## src/rtl/conv_result_streamer.sv

```systemverilog
// conv_result_streamer
//   Converts raster-ordered signed convolution results into an 8-bit pixel
//   stream with start-of-frame / end-of-line / end-of-frame markers. The
//   kernel border ring is forced to zero and every other result is saturated
//   according to the conversion mode latched at the start of the frame.
//
// Ports
//   clk, rst     rising-edge clock, asynchronous active-high reset
//   mode         00/11 signed sat, 01 |x| sat, 10 x+128 sat
//   s_valid/s_ready/s_data   input result stream (signed IN_W)
//   m_valid/m_ready/m_data   output pixel stream (OUT_W)
//   m_sof/m_eol/m_eof        position markers of the presented beat
//   busy         frame in progress
//   frame_done   one-cycle pulse after the EOF beat is taken downstream
module conv_result_streamer #(
  parameter int ROWS   = 242,
  parameter int COLS   = 247,
  parameter int K_ROWS = 3,
  parameter int K_COLS = 3,
  parameter int IN_W   = 32,
  parameter int OUT_W  = 8
) (
  input  logic                   clk,
  input  logic                   rst,
  input  logic [1:0]             mode,
  input  logic                   s_valid,
  output logic                   s_ready,
  input  logic signed [IN_W-1:0] s_data,
  output logic                   m_valid,
  input  logic                   m_ready,
  output logic [OUT_W-1:0]       m_data,
  output logic                   m_sof,
  output logic                   m_eol,
  output logic                   m_eof,
  output logic                   busy,
  output logic                   frame_done
);

  localparam int RW = $clog2(ROWS + 1);
  localparam int CW = $clog2(COLS + 1);
  localparam int BR = K_ROWS >> 1;
  localparam int BC = K_COLS >> 1;

  localparam logic [RW-1:0] LAST_ROW = RW'(ROWS - 1);
  localparam logic [CW-1:0] LAST_COL = CW'(COLS - 1);
  localparam logic [RW-1:0] ROW_LO   = RW'(BR);
  localparam logic [RW-1:0] ROW_HI   = RW'(ROWS - BR);
  localparam logic [CW-1:0] COL_LO   = CW'(BC);
  localparam logic [CW-1:0] COL_HI   = CW'(COLS - BC);

  localparam int S_MAX = (2 ** (OUT_W - 1)) - 1;
  localparam int S_MIN = -(2 ** (OUT_W - 1));
  localparam int U_MAX = (2 ** OUT_W) - 1;
  localparam int OFFS  = 2 ** (OUT_W - 1);

  typedef enum logic [1:0] {IDLE, ACTIVE, DRAIN} state_t;

  state_t          r_state, w_state_nxt;
  logic [RW-1:0]   r_row, w_row_nxt;
  logic [CW-1:0]   r_col, w_col_nxt;
  logic [1:0]      r_mode_q, w_mode_nxt;
  logic            w_fd_nxt;
  logic            w_in_beat, w_out_beat;
  logic            w_last_row, w_last_col, w_border;
  logic [1:0]      w_mode_eff;

  // The whole computation is done one bit wider than the input so that
  // |min| and x+OFFS cannot wrap before the clamp.
  function automatic logic [OUT_W-1:0] sat_pix(input logic signed [IN_W-1:0] x,
                                               input logic [1:0] md);
    logic signed [IN_W:0] w;
    logic signed [IN_W:0] lo;
    logic signed [IN_W:0] hi;
    w = {x[IN_W-1], x};
    case (md)
      2'b01: begin
        if (w[IN_W]) w = -w;
        lo = '0;
        hi = (IN_W+1)'(U_MAX);
      end
      2'b10: begin
        w  = w + (IN_W+1)'(OFFS);
        lo = '0;
        hi = (IN_W+1)'(U_MAX);
      end
      default: begin
        lo = (IN_W+1)'(S_MIN);
        hi = (IN_W+1)'(S_MAX);
      end
    endcase
    if (w > hi)      w = hi;
    else if (w < lo) w = lo;
    return w[OUT_W-1:0];
  endfunction

  assign s_ready    = (r_state != DRAIN) && (!m_valid || m_ready);
  assign w_in_beat  = s_valid && s_ready;
  assign w_out_beat = m_valid && m_ready;
  assign busy       = (r_state != IDLE);

  assign w_last_row = (r_row == LAST_ROW);
  assign w_last_col = (r_col == LAST_COL);
  assign w_border   = (r_row < ROW_LO) || (r_row >= ROW_HI) ||
                      (r_col < COL_LO) || (r_col >= COL_HI);

  // The first beat of a frame is converted with the live mode input, since
  // the latched copy only becomes valid on the following cycle.
  assign w_mode_eff = (r_state == IDLE) ? mode : r_mode_q;

  always_comb begin
    w_state_nxt = r_state;
    w_row_nxt   = r_row;
    w_col_nxt   = r_col;
    w_mode_nxt  = r_mode_q;
    w_fd_nxt    = 1'b0;
    case (r_state)
      IDLE, ACTIVE: begin
        if (w_in_beat) begin
          if (r_state == IDLE) w_mode_nxt = mode;
          if (w_last_col) begin
            w_col_nxt = '0;
            if (w_last_row) begin
              // Counters are already back at (0,0) for the next frame.
              w_row_nxt   = '0;
              w_state_nxt = DRAIN;
            end else begin
              w_row_nxt   = r_row + RW'(1);
              w_state_nxt = ACTIVE;
            end
          end else begin
            w_col_nxt   = r_col + CW'(1);
            w_state_nxt = ACTIVE;
          end
        end
      end
      DRAIN: begin
        if (w_out_beat) begin
          w_fd_nxt    = 1'b1;
          w_state_nxt = IDLE;
        end
      end
      default: w_state_nxt = IDLE;
    endcase
  end

  // input acceptance -> output register
  always_ff @(posedge clk or posedge rst) begin
    if (rst) begin
      r_state    <= IDLE;
      r_row      <= '0;
      r_col      <= '0;
      r_mode_q   <= 2'b00;
      frame_done <= 1'b0;
      m_valid    <= 1'b0;
      m_data     <= '0;
      m_sof      <= 1'b0;
      m_eol      <= 1'b0;
      m_eof      <= 1'b0;
    end else begin
      r_state    <= w_state_nxt;
      r_row      <= w_row_nxt;
      r_col      <= w_col_nxt;
      r_mode_q   <= w_mode_nxt;
      frame_done <= w_fd_nxt;
      if (w_in_beat) begin
        m_valid <= 1'b1;
        m_data  <= w_border ? '0 : sat_pix(s_data, w_mode_eff);
        m_sof   <= (r_row == '0) && (r_col == '0);
        m_eol   <= w_last_col;
        m_eof   <= w_last_col && w_last_row;
      end else if (w_out_beat) begin
        m_valid <= 1'b0;
      end
    end
  end

endmodule
```

## config.mk

```make
export PLATFORM = sky130hd
export DESIGN_NAME = conv_result_streamer
export DESIGN_NICKNAME = d
export VERILOG_FILES = /design/src/rtl/conv_result_streamer.sv
export SDC_FILE = /design/constraint.sdc
export NUM_CORES = 1
export LEC_CHECK = 0
export CORE_ASPECT_RATIO = 1.5
export CORE_MARGIN = 5
export CORE_UTILIZATION = 50
export DETAILED_ROUTE_END_ITERATION = 10
export PLACE_DENSITY = 0.83
export SLEW_MARGIN = 40
export SYNTH_ARGS = -nofsm -noshare
export SYNTH_HDL_FRONTEND = slang
export SYNTH_SLANG_ARGS = --single-unit
```

## constraint.sdc

```tcl
create_clock -name clk -period 5.09 [get_ports clk]
set_input_delay 0.509 -clock clk [delete_from_list [all_inputs] [get_ports clk]]
set_output_delay 0.509 -clock clk [all_outputs]
set_load 0.01 [all_outputs]
```

==> summary.md, run 1 <==
| Metric | Value |
|---|---|
| Vias in the first global route | `between 4000 and 5000` |
| Status | `finished clean` |
| I/O Pins | `53` |
| VDD IR-drop max | `about 0.00015 V` |
| R2r worst-path depth | `10` |
| HP Class | `reg2reg` |
| Max-Cap Viols | `0` |
| Clock tree sinks | `33` |
| Commonest non-fill, non-tap cell in the layout | `nand2_1` |
| Worst hold slack | `between 0.4 and 0.5 ns` |
| Max-slew headroom | `a little over two fifths` |
| Die area | `just over 0.009 sq mm` |
| Clk_skew | `~0.0084 ns` |
| Clock root cell | `clkbuf_8` |
| FF-to-FF setup slack | `between 1 and 1.5 ns` |
| Hold_sp | `m_eof$_DFFE_PP0P_` |
| Setup Crit Path Kind | `in2reg` |
| DIE HEIGHT | `between 100 and 150 um` |
| CP max FO | `10` |
| CP delay by family, top | `simple AND/OR/NAND/NOR gates` |
| Largest net degree at the start of global routing | `35` |
| Cell Count, Final, Fillers Out | `around 630` |
| Post-synthesis cell count | `between 500 and 600` |
| Fmax | `232.8 MHz` |
| Syn Std Cell Area | `0.003680 sq mm` |
| Post-layout min period | `between 4 and 5 ns` |
| Critical path buffers and inverters | `2` |
| Seq/Total Area, Yosys | `approximately 22%` |
| Most common flop cell mapped by yosys | `dfrtp_1` |
| Worst setup SP type | `primary input` |
| IO buf count | `52` |
| Dpl cells | `roughly 630` |
| Hold depth | `2` |
| Most frequent cells in the layout | `54 x nand2_1, 52 x clkdlybuf4s50_1, 35 x nor2_1, 35 x o21ai_0, 33 x dfrtp_1` |
| Crit path max-delay cell type | `nor4_1` |
| Grt ovf | `0` |
| Post-synth EDFFs | `0` |
| Layout cell share with drive strength beyond 1 | `around 7.3%` |
| Worst Path Arrival | `about 4.5 ns` |
| Final wirelength | `between 10000 and 15000 um` |
| Nets | `~580` |
| Initial antenna violation count | `0` |
| CP cell instances | `clkdlybuf4s50_1 > inv_1 > ha_1 > or4b_1 > or2_1 > nor4_1 > o21a_1 > o22ai_1 > and3_1 > a211oi_1 > a221o_1` |
| Setup Buffers After CTS | `0` |
| Worst-Skew Late Latency | `approximately 0.29 ns` |
| CP endpoint kind | `register` |
| Worst EP required | `5.31 ns` |
| Hold Path Sink | `m_eof$_DFFE_PP0P_` |
| CP peak stage delay | `0.65 ns` |
| Synth unique cells | `75` |
| RD Place Congestion | `between 1 and 1.5` |
| Synth Net Count | `between 500 and 600` |
| First-pass GRT wire length | `roughly 20000 um` |
| Setup violators final | `0` |
| Ant diodes | `0` |
| Final Hold Vio Count | `0` |
| Site row count | `38` |
| Ys async rst share | `between 90% and 100%` |
| WL/cell | `approximately 19 um` |
| DP HPWL | `between 9000 and 10000 um` |
| Num CTS Buffers | `5` |
| Clock buffer depth | `2` |
| Post-route ant nets | `0` |
| Tcrit/Tclk final | `a little over four fifths` |
| Via count | `4240` |
| Yosys reg bits | `33` |
| Die Span X | `roughly 80 um` |
| CTS clk-pin slew, worst paths | `about 0.06 ns` |
| Vias per cell | `~6.7` |
| Htree depth | `2` |
| GRT Util Overall | `between 20% and 30%` |
| PwrDens | `188.4 mW/mm^2` |
| Worst r2r dst | `m_data[1]$_DFFE_PP0P_` |
| CTS tree | `yes` |
| First DRT Iteration DRCs | `302` |
| Post_cts resized | `0` |
| Setup tns final | `0 ns` |
| Reg2Reg Launch Point | `r_state[1]$_DFFE_PP0P_` |
| Drc violations | `0` |
| Core Area | `~0.0072 sq mm` |
| Worst Tran Pin Value | `0.8402 ns` |
| Initial core utilization | `50.92%` |
| RSZ-0062 raised after global routing | `no` |
| Max Transition Viols Final | `0` |
| Pre-antenna DRT Iters | `5` |
| Final instance area | `~0.0043 sq mm` |
| Cts hold-fix bufs | `0` |
| Syn avg cell area | `7.272 sq um` |
| Leak Pwr | `roughly 1.6 nW` |
| Synthesis-to-layout area growth | `17.04%` |
| Placed inst area | `~0.0042 sq mm` |
| Synth warn | `0` |
| Total power | `slightly above 800 uW` |
==> layout make-up <==
class	instances	area, sq um
fill	698	2920
multi-input combinational	405	2572
sequential	33	825.8
timing repair buffer	62	595.6
tap	100	125.1
inverter	27	101.3
clock buffer	7	86.33
==> report_power, final <==
part / switching (mW) / internal (mW)
sequential: 0.0408 / 0.301
combinational: 0.143 / 0.129
clock: 0.0900 / 0.107
total: 0.274 / 0.537
==> cell families after synthesis <==
family          count (synthesis)  share of synthesized area [%]
simple gates                  231                          33.36
fa+ha+maj                      11                          3.740
xor+xnor                       11                          2.618
mux                             5                          1.496
buf+inv                        68                          7.650
flops                          33                          22.44
compound gates                147                          28.70
==> cells in the mapped netlist (all sizes together) (9+ instances only) <==
cell | instances | area (sq um)
nor2 | 35 | 131.4
nand2 | 55 | 209.0
nor3 | 17 | 101.4
clkbuf | 30 | 116.4
nor4 | 17 | 112.6
o21ai | 38 | 190.2
or3 | 10 | 67.56
buf | 11 | 63.81
a31oi | 12 | 75.07
xor2 | 9 | 78.83
nand4 | 28 | 175.2
inv | 27 | 101.4
dfrtp | 33 | 825.8
a221o | 9 | 90.09
a21oi | 21 | 105.1
ha | 11 | 137.6
nand3 | 29 | 145.1
==> per-layer routing <==
metal,track usage (%),vias to the layer above,wire (um),part of all wire [%]
met5,0,-,0,0
met4,17.70,0,769,6.3
met3,2.821,57,845,6.9
met2,50.33,237,6382,52
met1,26.89,1965,4171,34
li1,-,1981,-,-
==> worst min-delay path, stage by stage, from the launching register on <==
cell and delay (ns):
dfrtp_1 0.34, nand2_1 0.05, nand2_1 0.06
==> metrics by stage <==
stage	util, %	setup slack [ns]
floorplan	-	1.706
global placement	58.40	0.6002
detailed placement	58.40	0.5368
CTS	59.59	0.8283
global route	59.59	0.6506
finish	59.59	0.7944
==> registers in the layout (all words and copies together), names as in the netlist <==
register / cells
frame_done: 1
r_mode_q: 2
m_data: 8
r_row: 8
r_state: 2
r_col: 8
m_eol: 1
m_sof: 1
m_valid: 1
m_eof: 1
==> worst max-delay path by stage <==
| stage | depth (start not counted) | start | slack [ns] | end |
|---|---|---|---|---|
| 6_report | 11 | s_data[7] | 0.79 | m_data[1]$_DFFE_PP0P_ |
| 5_1_grt | 11 | s_data[7] | 0.65 | m_data[5]$_DFFE_PP0P_ |
| 4_1_cts | 11 | s_data[7] | 0.83 | m_data[1]$_DFFE_PP0P_ |
| 3_5_place_dp | 11 | s_data[7] | 0.54 | m_data[4]$_DFFE_PP0P_ |
| 3_3_place_gp | 11 | s_data[7] | 0.60 | m_data[6]$_DFFE_PP0P_ |
| 2_1_floorplan | 11 | s_data[0] | 1.71 | m_data[0]$_DFFE_PP0P_ |
Note: power is estimated with default switching activity, not from simulation.
==> run 2, diff against run 1 <==
clock period = 4 ns   (was 5.09 ns; I/O delays follow)
==> run 2 against run 1 <==
  * Non-clock buffer count is 44 higher
  * Sequential share of layout area fell by 1.4 points
  * Sequential power grew 27%
  * Critical path depth grew 1
  * Setup slack got worse by 0.53 ns
  * Register-to-register slack got worse by 0.93 ns
  * Cell area up 8.0%
  * Clock power grew 40%
  * Via count rose by 6.1%
  * Die area is the same
  * First-iteration DRC count grew 23%
==> summary.md, run 2 (same netlist as run 1, synthesis figures left out) <==
| Metric | Value |
|---|---|
| Setup Crit Path Kind | `reg2reg (was in2reg)` |
| Clock buffer depth | `2 (unchanged)` |
| Worst Path Arrival | `3.91 ns (was 4.52 ns)` |
| Max Transition Viols Final | `0 (unchanged)` |
| CTS tree | `yes (unchanged)` |
| Site row count | `38 (unchanged)` |
| Setup violators final | `0 (unchanged)` |
| Num CTS Buffers | `5 (unchanged)` |
| Status | `finished clean (unchanged)` |
| R2r worst-path depth | `12 (was 10)` |
| Vias in the first global route | `4439 (was 4021)` |
| Clock root cell | `clkbuf_8 (unchanged)` |
| Synthesis-to-layout area growth | `26.42% (was 17.04%)` |
| Final setup margin | `0.2631 ns (was 0.7944 ns)` |
| Critical path buffers and inverters | `3 (was 2)` |
| Leak Pwr | `1.804 nW (was 1.583 nW)` |
| Clock tree sinks | `33 (unchanged)` |
| Worst setup SP type | `register (was primary input)` |
| Most frequent cells in the layout | `54 x nand2_1, 54 x buf_4, 52 x clkdlybuf4s50_1, 35 x nor2_1, 35 x o21ai_0 (was 54 x nand2_1, 52 x clkdlybuf4s50_1, 35 x nor2_1, 35 x o21ai_0, 33 x dfrtp_1)` |
| CP endpoint | `m_data[6]$_DFFE_PP0P_ (was m_data[1]$_DFFE_PP0P_)` |
| Final wirelength | `12930 um (was 12170 um)` |
| I/O Pins | `53 (unchanged)` |
| CP peak stage delay | `0.61 ns (was 0.65 ns)` |
| WL/cell | `19.04 um (was 19.19 um)` |
| CP endpoint kind | `register (unchanged)` |
| Setup Buffers After CTS | `0 (unchanged)` |
| Post-layout min period | `roughly 3.7 ns` |
| DP Worst Slack | `0.05451 ns (was 0.5368 ns)` |
| Post_cts resized | `0 (unchanged)` |
| CP cell instances | `nor2_1 > mux2i_1 > inv_1 > ha_1 > inv_1 > o311a_1 > a211oi_4 > o2111ai_2 > a222oi_1 > a211oi_1 > buf_4 > a221o_1 (was clkdlybuf4s50_1 > inv_1 > ha_1 > or4b_1 > or2_1 > nor4_1 > o21a_1 > o22ai_1 > and3_1 > a211oi_1 > a221o_1)` |
| Initial core utilization | `50.92% (unchanged)` |
| Vias per cell | `6.627 (was 6.688)` |
| CP delay by family, top | `compound AO/OA/AOI/OAI gates (was simple AND/OR/NAND/NOR gates)` |
| Drc violations | `0 (unchanged)` |
| Worst EP required | `4.17 ns (was 5.31 ns)` |
| DIE HEIGHT | `115.1 um (unchanged)` |
| Max-slew headroom | `56.42% (was 43.99%)` |
| Layout cell share with drive strength beyond 1 | `14.85% (was 7.303%)` |
| Worst r2r dst | `m_data[6]$_DFFE_PP0P_ (was m_data[1]$_DFFE_PP0P_)` |
| DP HPWL | `10290 um (was 9392 um)` |
| Initial antenna violation count | `0 (unchanged)` |
| Core Area | `0.007227 sq mm (unchanged)` |
| Fmax | `~270 MHz` |
| Crit path max-delay cell type | `ha_1 (was nor4_1)` |
| Grt ovf | `0 (unchanged)` |
| Worst-Skew Late Latency | `0.29 ns (about the same)` |
| RD Place Congestion | `1.131 (was 1.012)` |
| Reg2Reg Launch Point | `r_state[1]$_DFFE_PP0P_ (unchanged)` |
| Fill cells | `649 (was 698)` |
| Max-Cap Viols | `0 (unchanged)` |
| Cell repeated most along the worst path | `inv_1` |
| Crit. Startpoint | `r_state[1]$_DFFE_PP0P_ (was s_data[7])` |
| Clk_skew | `0.005360 ns (was 0.008419 ns)` |
| Tcrit/Tclk final | `93.42%` |
| Largest registers | `m_data (8), r_col (8), r_row (8) (unchanged)` |
| WP depth | `12 (was 11)` |
| CTS clk-pin slew, worst paths | `0.07 ns (was 0.06 ns)` |
| Via count | `4500 (was 4240)` |
| Cts hold-fix bufs | `0 (unchanged)` |
| Final Hold Vio Count | `0 (unchanged)` |
| Largest net degree at the start of global routing | `22 (was 35)` |
| Setup tns final | `0 ns (unchanged)` |
| Worst Tran Pin Value | `0.6513 ns (was 0.8402 ns)` |
| Die Span X | `80.05 um (unchanged)` |
| FF-to-FF setup slack | `0.26 ns (was 1.19 ns)` |
| Post-route ant nets | `0 (unchanged)` |
| First DRT Iteration DRCs | `371 (was 302)` |
| RSZ-0062 raised after global routing | `no (unchanged)` |
| PwrDens | `233.4 mW/mm^2 (was 188.4 mW/mm^2)` |
| VDD IR-drop max | `0.0001796 V (was 0.0001491 V)` |
| Pre-antenna DRT Iters | `5 (unchanged)` |
| Ant diodes | `0 (unchanged)` |
| Nets | `627 (was 583)` |
| GRT Util Overall | `28.93% (was 26.68%)` |
| CP max FO | `13 (was 10)` |
| HP Class | `in2async (was reg2reg)` |
| Htree depth | `2 (unchanged)` |
| IO buf count | `52 (unchanged)` |
| First-pass GRT wire length | `21240 um (was 19460 um)` |
| Die area | `0.009211 sq mm (unchanged)` |
-- run 2: cell count changes in the layout (fill, tap and decap cells not counted) --
cell | before | now
buf_4 | 10 | 54
clkbuf_1 | 1 | 0
clkbuf_8 | 6 | 7
clkinv_2 | 0 | 1
inv_1 | 27 | 26
inv_2 | 0 | 1
-- run 2: worst min path at each step --
stage	to	from	slack, ns	cells past startpoint
6_report	r_mode_q[1]$_DFFE_PP0P_	rst	0.42	2
5_1_grt	r_mode_q[1]$_DFFE_PP0P_	rst	0.48	2
4_1_cts	m_eof$_DFFE_PP0P_	m_eof$_DFFE_PP0P_	0.48	2
3_5_place_dp	m_eof$_DFFE_PP0P_	m_eof$_DFFE_PP0P_	0.47	2
3_3_place_gp	m_eof$_DFFE_PP0P_	m_eof$_DFFE_PP0P_	0.46	2
2_1_floorplan	r_mode_q[0]$_DFFE_PP0P_	r_mode_q[0]$_DFFE_PP0P_	0.45	2
-- run 2: stage by stage --
| step | cells | power (mW) | hold WS, ns | util [%] | cell area (sq um) |
|---|---|---|---|---|---|
| 2_1_floorplan | 506 | 0.6281 | 0.4492 | - | 3680 |
| 3_3_place_gp | 671 | 0.7986 | 0.4620 | 62.97 | 4551 |
| 3_5_place_dp | 671 | 0.8086 | 0.4691 | 62.97 | 4551 |
| 4_1_cts | 679 | 1.082 | 0.4843 | 64.37 | 4652 |
| 5_1_grt | 679 | 1.146 | 0.4781 | 64.37 | 4652 |
| 6_report | 679 | 1.086 | 0.4198 | 64.37 | 4652 |
-- run 2: cell type report --
type | instances | area (sq um) | share of cell area, %
Multi-Input combinational cell | 405 | 2572 | 55.30
Timing Repair Buffer | 106 | 925.9 | 19.90
Sequential cell | 33 | 825.8 | 17.75
Tap cell | 100 | 125.1 | 2.690
Inverter | 27 | 101.3 | 2.179
Clock buffer | 7 | 96.34 | 2.071
Clock inverter | 1 | 5.005 | 0.1076
-- run 2: power breakdown --
| group | switching (mW) | total [mW] | internal (mW) |
|---|---|---|---|
| Sequential | 0.0521 | 0.435 | 0.383 |
| Combinational | 0.190 | 0.375 | 0.185 |
| Clock | 0.121 | 0.276 | 0.155 |
| Total | 0.363 | 1.09 | 0.723 |
-- run 2: metal layers --
metal / GRT usage (%) / part of all wire, %
met3: 2.665 / 5.7
met2: 51.55 / 50
met4: 23.11 / 8.4
met5: 0 / 0
met1: 30.39 / 36
==> run 3, diff against run 2 <==
--- a/config.mk
+++ b/config.mk
@@ -10,5 +10,5 @@
 export CORE_UTILIZATION = 50
 export DETAILED_ROUTE_END_ITERATION = 10
-export PLACE_DENSITY = 0.83
+export PLACE_DENSITY = 0.74
 export SLEW_MARGIN = 40
 export SYNTH_ARGS = -nofsm -noshare
==> constraint.sdc (replaced) <==
create_clock -name clk -period 4 [get_ports clk]
set_input_delay 0.4 -clock clk [delete_from_list [all_inputs] [get_ports clk]]
set_output_delay 0.4 -clock clk [all_outputs]
set_load 0.1 [all_outputs]
==> run 3 against run 2 <==
  * Cell area decreased by 0.32%
  * Highest routed layer unchanged
  * Combinational power is 44% higher
  * Sequential power is essentially flat
  * Largest power group is now combinational logic
  * First-iteration DRC count decreased by 3.8%
  * Setup slack better by 0.0049 ns
  * Critical path type is now in2reg
  * Largest cell class unchanged
  * Wire length grew 3.0%
  * Via count about the same
==> summary.md, run 3 (same netlist as run 1, synthesis figures left out) <==
| Metric | Value |
|---|---|
| FF-to-FF setup slack | `0.46 ns (was 0.26 ns)` |
| Post-route ant nets | `0 (unchanged)` |
| Clock root cell | `clkbuf_8 (unchanged)` |
| Clock group share of total power | `21.9% (was 25.4%)` |
| Hold Path Sink | `m_eof$_DFFE_PP0P_` |
| Internal | `698.4 uW (was 722.8 uW)` |
| Cts hold-fix bufs | `0 (unchanged)` |
| Setup tns final | `0 ns (unchanged)` |
| Die Span X | `80.05 um (unchanged)` |
| Hold depth | `2` |
| Most frequent cells in the layout | `62 x buf_4, 54 x nand2_1, 37 x clkdlybuf4s50_1, 35 x nor2_1, 35 x o21ai_0 (was 54 x nand2_1, 54 x buf_4, 52 x clkdlybuf4s50_1, 35 x nor2_1, 35 x o21ai_0)` |
| CP endpoint kind | `register (unchanged)` |
| Clock tree sinks | `33 (unchanged)` |
| Post-layout min period | `3.732 ns (was 3.737 ns)` |
| HP Class | `reg2reg (was in2async)` |
| Setup Crit Path Kind | `in2reg (was reg2reg)` |
| Grt ovf | `0 (unchanged)` |
| IO buf count | `52 (unchanged)` |
| Setup Buffers After CTS | `0 (unchanged)` |
| VDD IR-drop max | `0.0001641 V (was 0.0001796 V)` |
| Commonest non-fill, non-tap cell in the layout | `buf_4` |
| Via count | `4498 (was 4500)` |
| GRT Util Overall | `29.35% (was 28.93%)` |
| CTS clk-pin slew, worst paths | `0.07 ns (about the same)` |
| Placed inst area | `0.004536 sq mm (was 0.004551 sq mm)` |
| Post_cts resized | `0 (unchanged)` |
| WL/cell | `19.37 um (was 19.04 um)` |
| R2r worst-path depth | `16 (was 12)` |
| Core Area | `0.007227 sq mm (unchanged)` |
| PwrDens | `269.2 mW/mm^2 (was 233.4 mW/mm^2)` |
| Clock buffer depth | `2 (unchanged)` |
| Clk_skew | `0.007235 ns (was 0.005360 ns)` |
| DP HPWL | `10720 um (was 10290 um)` |
| Nets | `635 (was 627)` |
| Vias in the first global route | `4336 (was 4439)` |
| DIE HEIGHT | `115.1 um (unchanged)` |
| Drc violations | `0 (unchanged)` |
| Max-Cap Viols | `0 (unchanged)` |
| Die area | `0.009211 sq mm (unchanged)` |
| Status | `finished clean (unchanged)` |
| Pre-antenna DRT Iters | `5 (unchanged)` |
| Final Hold Vio Count | `0 (unchanged)` |
| RD Place Congestion | `0.9830 (was 1.131)` |
| DP Worst Slack | `0.002134 ns (was 0.05451 ns)` |
| Final wirelength | `13310 um (was 12930 um)` |
| Final instance area | `0.004637 sq mm (was 0.004652 sq mm)` |
| I/O Pins | `53 (unchanged)` |
| Worst Path Arrival | `3.90 ns (was 3.91 ns)` |
| RSZ-0062 raised after global routing | `no (unchanged)` |
| Initial core utilization | `50.92% (unchanged)` |
| Most Crowded Layer GR | `met2 (unchanged)` |
| Worst EP required | `4.17 ns (about the same)` |
| Worst setup SP type | `primary input (was register)` |
| Synthesis-to-layout area growth | `26.01% (was 26.42%)` |
| Met1 usage | `31.17% (was 30.39%)` |
| Worst-Skew Late Latency | `0.29 ns (about the same)` |
| Ant diodes | `0 (unchanged)` |
| Max-slew headroom | `55.70% (was 56.42%)` |
| Site row count | `38 (unchanged)` |
| Tcrit/Tclk final | `93.30% (was 93.42%)` |
| CTS tree | `yes (unchanged)` |
| First-pass GRT wire length | `21340 um (was 21240 um)` |
| Largest net degree at the start of global routing | `19 (was 22)` |
| Met3 Use GR | `3.448% (was 2.665%)` |
| Hold_sp | `m_eof$_DFFE_PP0P_` |
| CP max FO | `10 (was 13)` |
| Met2 global-route usage | `53.26% (was 51.55%)` |
| Num CTS Buffers | `5 (unchanged)` |
| Leak Pwr | `1.853 nW (was 1.804 nW)` |
| Fmax | `268.0 MHz (was 267.6 MHz)` |
| Largest registers | `m_data (8), r_col (8), r_row (8) (unchanged)` |
| Htree depth | `2 (unchanged)` |
| Worst Tran Pin Value | `0.6637 ns (was 0.6513 ns)` |
| Worst hold slack | `0.4844 ns (was 0.4198 ns)` |
| Gate power share | `43.2% (was 34.5%)` |
| Setup violators final | `0 (unchanged)` |
| Vias per cell | `6.547 (was 6.627)` |
| Max Transition Viols Final | `0 (unchanged)` |
| Final setup margin | `0.2680 ns (was 0.2631 ns)` |
| Initial antenna violation count | `0 (unchanged)` |
| Switch share | `44.05% (was 33.42%)` |
| Reg2Reg Launch Point | `r_state[0]$_DFFE_PP0P_ (was r_state[1]$_DFFE_PP0P_)` |
| First DRT Iteration DRCs | `357 (was 371)` |
| Switching power | `549.8 uW (was 362.7 uW)` |
| Layout cell share with drive strength beyond 1 | `18.40% (was 14.85%)` |
| Sequential power share | `34.9% (was 40.0%)` |
| Worst r2r dst | `m_data[2]$_DFFE_PP0P_ (was m_data[6]$_DFFE_PP0P_)` |
run 3: changes by cell type in the layout (fill, tap and decap cells not counted), sizes merged:
cell,change
clkdlybuf4s50,-15
buf,+23
run 3: final cells by class:
class / count / area, sq um
multi-input combinational: 405 / 2572
sequential: 33 / 825.8
clock buffer: 7 / 96.34
clock inverter: 1 / 5.005
tap: 100 / 125.1
fill: 699 / 2590
timing repair buffer: 114 / 910.9
inverter: 27 / 101.3
run 3: power by group through the flow:
stage          Clock (mW)  Combinational, mW  Sequential [mW]
2_1_floorplan           0              0.194            0.621
6_report            0.274              0.540            0.435
4_1_cts             0.279              0.538            0.434
3_5_place_dp            0              0.536            0.440
5_1_grt             0.289              0.576            0.441
3_3_place_gp            0              0.555            0.438
run 3: worst max-delay path: stages:
cell,delay (ns)
clkdlybuf4s50_1,0.48
or4_4,0.64
or3_4,0.43
or3_1,0.40
a21o_1,0.20
a41oi_2,0.23
nand4_1,0.16
a222oi_1,0.42
a211oi_1,0.10
buf_4,0.18
a221o_1,0.26
run 3: worst max path at each step:
stage	from	to	slack, ns	cells past startpoint
floorplan	s_data[0]	m_data[0]$_DFFE_PP0P_	0.73	11
global placement	s_data[4]	m_data[5]$_DFFE_PP0P_	0.12	11
detailed placement	s_data[4]	m_data[2]$_DFFE_PP0P_	0.002	11
CTS	s_data[4]	m_data[2]$_DFFE_PP0P_	0.30	11
global route	s_data[7]	m_data[2]$_DFFE_PP0P_	0.13	14
finish	s_data[4]	m_data[2]$_DFFE_PP0P_	0.27	11
run 3: routing by layer:
layer | share of wire [%] | routed length [um] | up-vias
li1 | - | - | 2090
met1 | 35 | 4603 | 2110
met2 | 53 | 7082 | 231
met3 | 6.4 | 851 | 67
met4 | 5.8 | 769 | 0
met5 | 0 | 0 | -
run 3: metrics by stage:
step           instances  power [mW]  util (%)
3_3_place_gp         679      0.9933     63.80
4_1_cts              687       1.252     64.16
5_1_grt              687       1.306     64.16
3_5_place_dp         679      0.9762     62.76
6_report             687       1.248     64.16
2_1_floorplan        506      0.8148         -
